$ cat src/rtl/serial_subtractor.sv
// serial_subtractor: bit-serial A - B - Bin, one full-subtractor cell and a borrow FF, LSB first
module serial_subtractor #(
  parameter int WIDTH = 4
) (
  input  logic             clk,
  input  logic             rst,
  input  logic             start,
  input  logic [WIDTH-1:0] A,
  input  logic [WIDTH-1:0] B,
  input  logic             Bin,
  output logic             busy,
  output logic             done,
  output logic [WIDTH:0]   Diff
);
  localparam int CW = $clog2(WIDTH) + 1;
  localparam logic [CW-1:0] LAST = CW'(WIDTH - 1);
  typedef enum logic [1:0] {IDLE, RUN, DONE} state_t;
  state_t state_q, state_d;
  logic [WIDTH-1:0] a_q, a_d, b_q, b_d, res_q, res_d;
  logic [WIDTH:0] diff_q, diff_d;
  logic [CW-1:0] cnt_q, cnt_d;
  logic bw_q, bw_d, d, bw_n, load;
  // operands shift right so the cell always sees the current bit at position 0
  assign d    = a_q[0] ^ b_q[0] ^ bw_q;
  assign bw_n = (~a_q[0] & b_q[0]) | (~(a_q[0] ^ b_q[0]) & bw_q);
  assign load = start && (state_q != RUN);
  always_comb begin
    state_d = state_q;
    a_d     = a_q;
    b_d     = b_q;
    res_d   = res_q;
    bw_d    = bw_q;
    cnt_d   = cnt_q;
    diff_d  = diff_q;
    if (load) begin
      state_d = RUN;
      a_d     = A;
      b_d     = B;
      bw_d    = Bin;
      cnt_d   = '0;
    end else if (state_q == RUN) begin
      a_d   = a_q >> 1;
      b_d   = b_q >> 1;
      res_d = {d, res_q[WIDTH-1:1]};
      bw_d  = bw_n;
      cnt_d = cnt_q + CW'(1);
      if (cnt_q == LAST) begin
        state_d = DONE;
        diff_d  = {bw_n, d, res_q[WIDTH-1:1]};
      end
    end else if (state_q == DONE) begin
      state_d = IDLE;
    end
  end
  always_ff @(posedge clk) begin
    if (rst) begin
      state_q <= IDLE;
      a_q     <= '0;
      b_q     <= '0;
      res_q   <= '0;
      bw_q    <= 1'b0;
      cnt_q   <= '0;
      diff_q  <= '0;
    end else begin
      state_q <= state_d;
      a_q     <= a_d;
      b_q     <= b_d;
      res_q   <= res_d;
      bw_q    <= bw_d;
      cnt_q   <= cnt_d;
      diff_q  <= diff_d;
    end
  end
  assign busy = (state_q == RUN);
  assign done = (state_q == DONE);
  assign Diff = diff_q;
endmodule
$ cat config.mk
export PLATFORM = sky130hd
export DESIGN_NAME = serial_subtractor
export DESIGN_NICKNAME = d
export VERILOG_FILES = /design/src/rtl/serial_subtractor.sv
export SDC_FILE = /design/constraint.sdc
export NUM_CORES = 1
export LEC_CHECK = 0
export ABC_AREA = 1
export CORE_MARGIN = 1
export CORE_UTILIZATION = 40
export CTS_CLUSTER_DIAMETER = 200
export CTS_CLUSTER_SIZE = 8
export DETAILED_ROUTE_END_ITERATION = 6
export SLEW_MARGIN = 20
export SYNTH_ARGS = -nofsm -noshare
export SYNTH_HDL_FRONTEND = slang
export SYNTH_SLANG_ARGS = --single-unit
$ cat constraint.sdc
create_clock -name clk -period 1.9 [get_ports clk]
set_clock_uncertainty 0.2 [all_clocks]
set_input_delay 0.19 -clock clk [delete_from_list [all_inputs] [get_ports clk]]
set_output_delay 0.19 -clock clk [all_outputs]
set_load 0.01 [all_outputs]
# Word-level counts from Yosys, hierarchy flattened
# Cells that the tools add are included.
[classes]
add_sub_neg = 1
n_mul = 0
n_div = 0
magnitude_cmp = 0
eq_ne = 6
shift = 0
n_mux = 10
bitwise_logic = 8
reduce_logical = 9
[op_table]
columns = ["cell", "count"]
rows = [
  ["$mux 4", 4],
  ["$mux 2", 3],
  ["$reduce_and 2->1", 3],
  ["$ne 2x1->1 const B", 2],
  ["$reduce_bool 2->1", 2],
  ["$add 3x1->3 const B", 1],
  ["$eq 3x2->1 const B", 1],
  ["$mux 1", 3],
  ["$ne 3x1->1 const B", 1],
  ["$not 1->1", 3],
  ["$reduce_and 3->1", 1],
  ["$reduce_bool 3->1", 1],
  ["$and 1x1->1", 2],
  ["$eq 2x1->1 const B", 1],
  ["$eq 2x2->1 const B", 1],
  ["$reduce_or 2->1", 1],
  ["$xor 1x1->1", 2],
  ["$logic_and 1x1->1", 1],
  ["$or 1x1->1", 1],
]
[word_totals]
reg_bits = 23
latchBits = 0
mem_bits_rw = 0
romBits = 0
input_bits = 12
out_inout_bits = 7
wordCells = 42
n_memories = 0

# Logic depth before layout (Yosys ltp)
[depth]
ltp_word = 6
mapped_depth = 10
ltp_nobuf = 9

# Least setup slack after synthesis
# OpenSTA, ideal clock, no wires.
[synth_timing]
path_type = "register -> register"
from = "register state_q[1]"
to = "register a_q[0]"
arrival_ns = 1.203
required_ns = 1.591
setup_slack_ns = 0.388
path_stages_with_launch = 10
n_path_buf = 1
synth_period_minus_slack_ns = 1.512
path_cell_list = "dfxtp_1 > inv_1 > ha_1 > nor2_4 > inv_2 > buf_6 > nor2_2 > nor2_1 > nand2_1 > inv_1"
[synth_rtl]
columns = ["element", "line", "source"]
rows = [
  ["start, declared", "18", "state_t state_q, state_d;"],
  ["start signal, assigned", "65", "state_q <= state_d;"],
  ["$eq 2x1->1", "-", ""],
  ["via busy", "11", "output logic busy,"],
  ["$reduce_bool 2->1 (no line)", "-", ""],
  ["end signal, assigned", "58", "a_q <= '0;"],
  ["end signal, assigned", "66", "a_q <= a_d;"],
  ["end, declared", "19", "logic [WIDTH-1:0] a_q, a_d, b_q, b_d, res_q, res_d;"],
]
# The timed path passes the listed nets, and every way through them passes these cells.
# A chain may end at the register's enable or synchronous reset.

# Final worst setup path
[layout_timing]
from = "register state_q[1]"
to = "register b_q[2]"
[layout_via]
elab_chain_len = 3
[layout_lines]
columns = ["element", "line", "source"]
rows = [
  ["$ne 2x1->1", "26", "assign load = start && (state_q != RUN);"],
  ["$logic_and 1x1->1", "26", ""],
  ["$mux 4 or $reduce_bool 2->1 (tied branches)", "-", ""],
  ["end signal, assigned", "59", "b_q <= '0;"],
  ["end signal, assigned", "67", "b_q <= b_d;"],
  ["end, declared", "19", ""],
]
# Several ways; a longest one is shown, not always the timed one.

==> results.txt <==
TritonCTS buffer count - 3
Setup Total Neg Slack - 0 ns
# fillers - 258
Post-synth design cell area - 0.00105 mm²
Skew-Pair Late Insertion Delay - 0.32 ns
Worst-Margin Slew - 0.361 ns
Placed Cells - 189
First DRT Iteration DRCs - 20
Global-route wire length before repair - 3.34 mm
Warnings from Yosys - 0
RSZ-0062 raised after global routing - no
Register area share after synthesis - 41.9%
Post CTS Setup Buffer Count - 0
Initial Util - 42.5%
CTS hold repair buffers - 0
Reg2reg setup slack - 0.24 ns
Slowest cell on the critical path - ha_1
Detailed placement HPWL - 1.46 mm
Top post-synthesis cells by count - nand2_1, dfxtp_1, nor2_1
Number of global-route vias before repair - 800
Net Sw Frac - 26.7%
IO Count - 19
Total track usage - 16.4%
Top achievable clock speed - 601 MHz
Maxcap violations - 0
Avg WL per Cell - 10.1 µm
Final hold viol count - 0
Clk buf depth - 2
CP Cell Sequence - inv_2 > ha_1 > inv_4 > nand2_4 > inv_4 > nand2_1 > nand3_1 > nand2_1 > inv_1
Syn Inst Count - 143
Pint - 0.800 mW
Crit start category - register
Crit Path Max Fanout - 10
Switching power - 0.292 mW
Port bufs - 18
TritonCTS clock tree - yes
Worst Setup End Kind - register
Chip Height - 53.3 µm
Most common cell in the synthesized netlist - nand2_1
H-tree levels - 1
Clock Power Share - 33.1%
Status - finished, final reports clean
CP required - 1.92 ns
Static Leak - 0.619 nW
Pwr/cell area - 828 mW/mm²
Routed WL - 1.95 mm
Ranking of synthesized cells by area - dfxtp_1, nand2_1, nor2_1
Reg power frac - 46.9%
Pre-antenna DRT Iters - 4
EDFF count, synth - 0
Total power - 1.09 mW
Max VDD drop - 0.000624 V
Distinct cells, synth - 22
Largest net degree at the start of global routing - 14
CP Class - reg2reg
Comb power frac - 20.0%
CTS root buf - clkbuf_4
Detailed-route via count - 877
N_diodes - 0
Vias per cell - 4.54
Layout cells sized above 1 - 11.7%
Syn_area_per_cell - 7.36 µm²
Tmin final - 1.66 ns
DRC Markers - 0
CP arrival - 1.69 ns
Max incr delay on CP - 0.37 ns
Worst slew margin - 75.9%
Sink Count - 22
Min-delay worst type - in2reg
Clock slew at reported path FFs - 0.12 ns
Reg-to-Reg Start - state_q[1]$_SDFFE_PP0P_
Die X - 53.3 µm
Non-Filler Instances - 193
Final slew viol count - 0
Final setup viols - 0
Hold Startpoint - B[3]
Fin crit share - 87.6%
Largest area contributor in the netlist - dfxtp_1
Die area - 0.00284 mm²
Yosys top cell area share - 41.9%
Synthesized Nets - 161
Area grow syn2layout - 25.3%
Core Rows - 18
Post-synth ARST share - 0%
Synth Flop Type - dfxtp_1
Layout Nets - 182
Critical Path Source - state_q[1]$_SDFFE_PP0P_
CORE AREA - 0.00248 mm²
Initial antenna violation count - 0
Gp weighted congestion - 0.756
Antenna Nets Post-Route - 0
Yosys reg bits - 22
Gr ovfl total - 0
==> path summary, 6_finish.rpt <==
kind,endpoint,cells past startpoint
max,b_q[2]$_SDFFE_PP0P_,9
min reg2reg,res_q[1]$_SDFFE_PP0N_,2
min,b_q[3]$_SDFFE_PP0P_,3
max reg2reg,b_q[2]$_SDFFE_PP0P_,9
==> what timing repair did <==
action | CTS | global route
cloned | 0 | 0
pin swaps | 0 | 0
endpoints found under the setup margin | 1 | 2
gates resized for setup | 4 | 2
==> registers in the layout, summed over array words and instances, names as in the netlist <==
register	cells
bw_q	1
b_q	4
Diff	5
cnt_q	3
res_q	3
a_q	4
state_q	2
==> routing by layer <==
layer	global-route usage, %	vias up	wire length, µm
met5	0	-	0
met4	2.63	0	0
met3	6.03	0	81
met2	28.3	22	940
met1	19.4	377	932
li1	-	478	-
==> cell usage in the layout (no fill, tap or decap), drive strengths merged <==
cell           instances
nand2                 36
or2                    1
nor2                  25
dfxtp                 22
inv                   21
xnor2                  1
fa                     1
a21oi                 11
clkdlybuf4s50         16
ha                     5
o21ai                  7
nor3                   1
nand3                  9
clkbuf                 3
bufinv                 1
dlymetal6s2s           2
buf                    1
==> kinds of logic after synthesis <==
kind of cell,after synthesis,share of synthesized area (%)
AND/OR/NAND/NOR,72,29.7
buffers and inverters,24,10.8
XOR/XNOR,1,0.832
flip-flops,22,41.9
AO/OA/AOI/OAI,18,8.92
adder cells (fa/ha/maj),6,7.85
==> cell type report <==
cell class / instances / area [µm²] / share of cell area [%]
multi-input cells: 97 / 510 / 38.7
repair buffers: 19 / 193 / 14.6
flip-flops and latches: 22 / 442 / 33.5
inverters: 21 / 83.8 / 6.36
clock inverters: 1 / 30.0 / 2.28
clock buffers: 3 / 22.5 / 1.71
well taps: 30 / 37.5 / 2.85
==> power groups by stage <==
stage          clock (mW)  combinational, mW  sequential, mW
4_1_cts             0.368              0.222           0.513
3_3_place_gp            0              0.211           0.520
3_5_place_dp            0              0.216           0.521
2_1_floorplan           0              0.162           0.517
6_report            0.361              0.218           0.513
5_1_grt             0.384              0.251           0.517
==> through the flow <==
| step | instance area (µm²) | hold slack, ns | utilization [%] | worst slack [ns] |
|---|---|---|---|---|
| 3_3_place_gp | 1250 | 0.251 | 50.4 | 0.253 |
| 5_1_grt | 1320 | 0.210 | 53.2 | 0.117 |
| 4_1_cts | 1310 | 0.217 | 53.0 | 0.0349 |
| 3_5_place_dp | 1250 | 0.251 | 50.4 | 0.248 |
| 6_report | 1320 | 0.222 | 53.2 | 0.235 |
| 2_1_floorplan | 1050 | 0.131 | - | 0.388 |
==> critical path: cells and delay by family (launching register included) <==
family | cells | cell delay, ns
flip-flops | 1 | 0.35
adder cells (fa/ha/maj) | 1 | 0.37
AND/OR/NAND/NOR | 4 | 0.34
buffers and inverters | 4 | 0.31
Power figures use the tool's default switching activity.
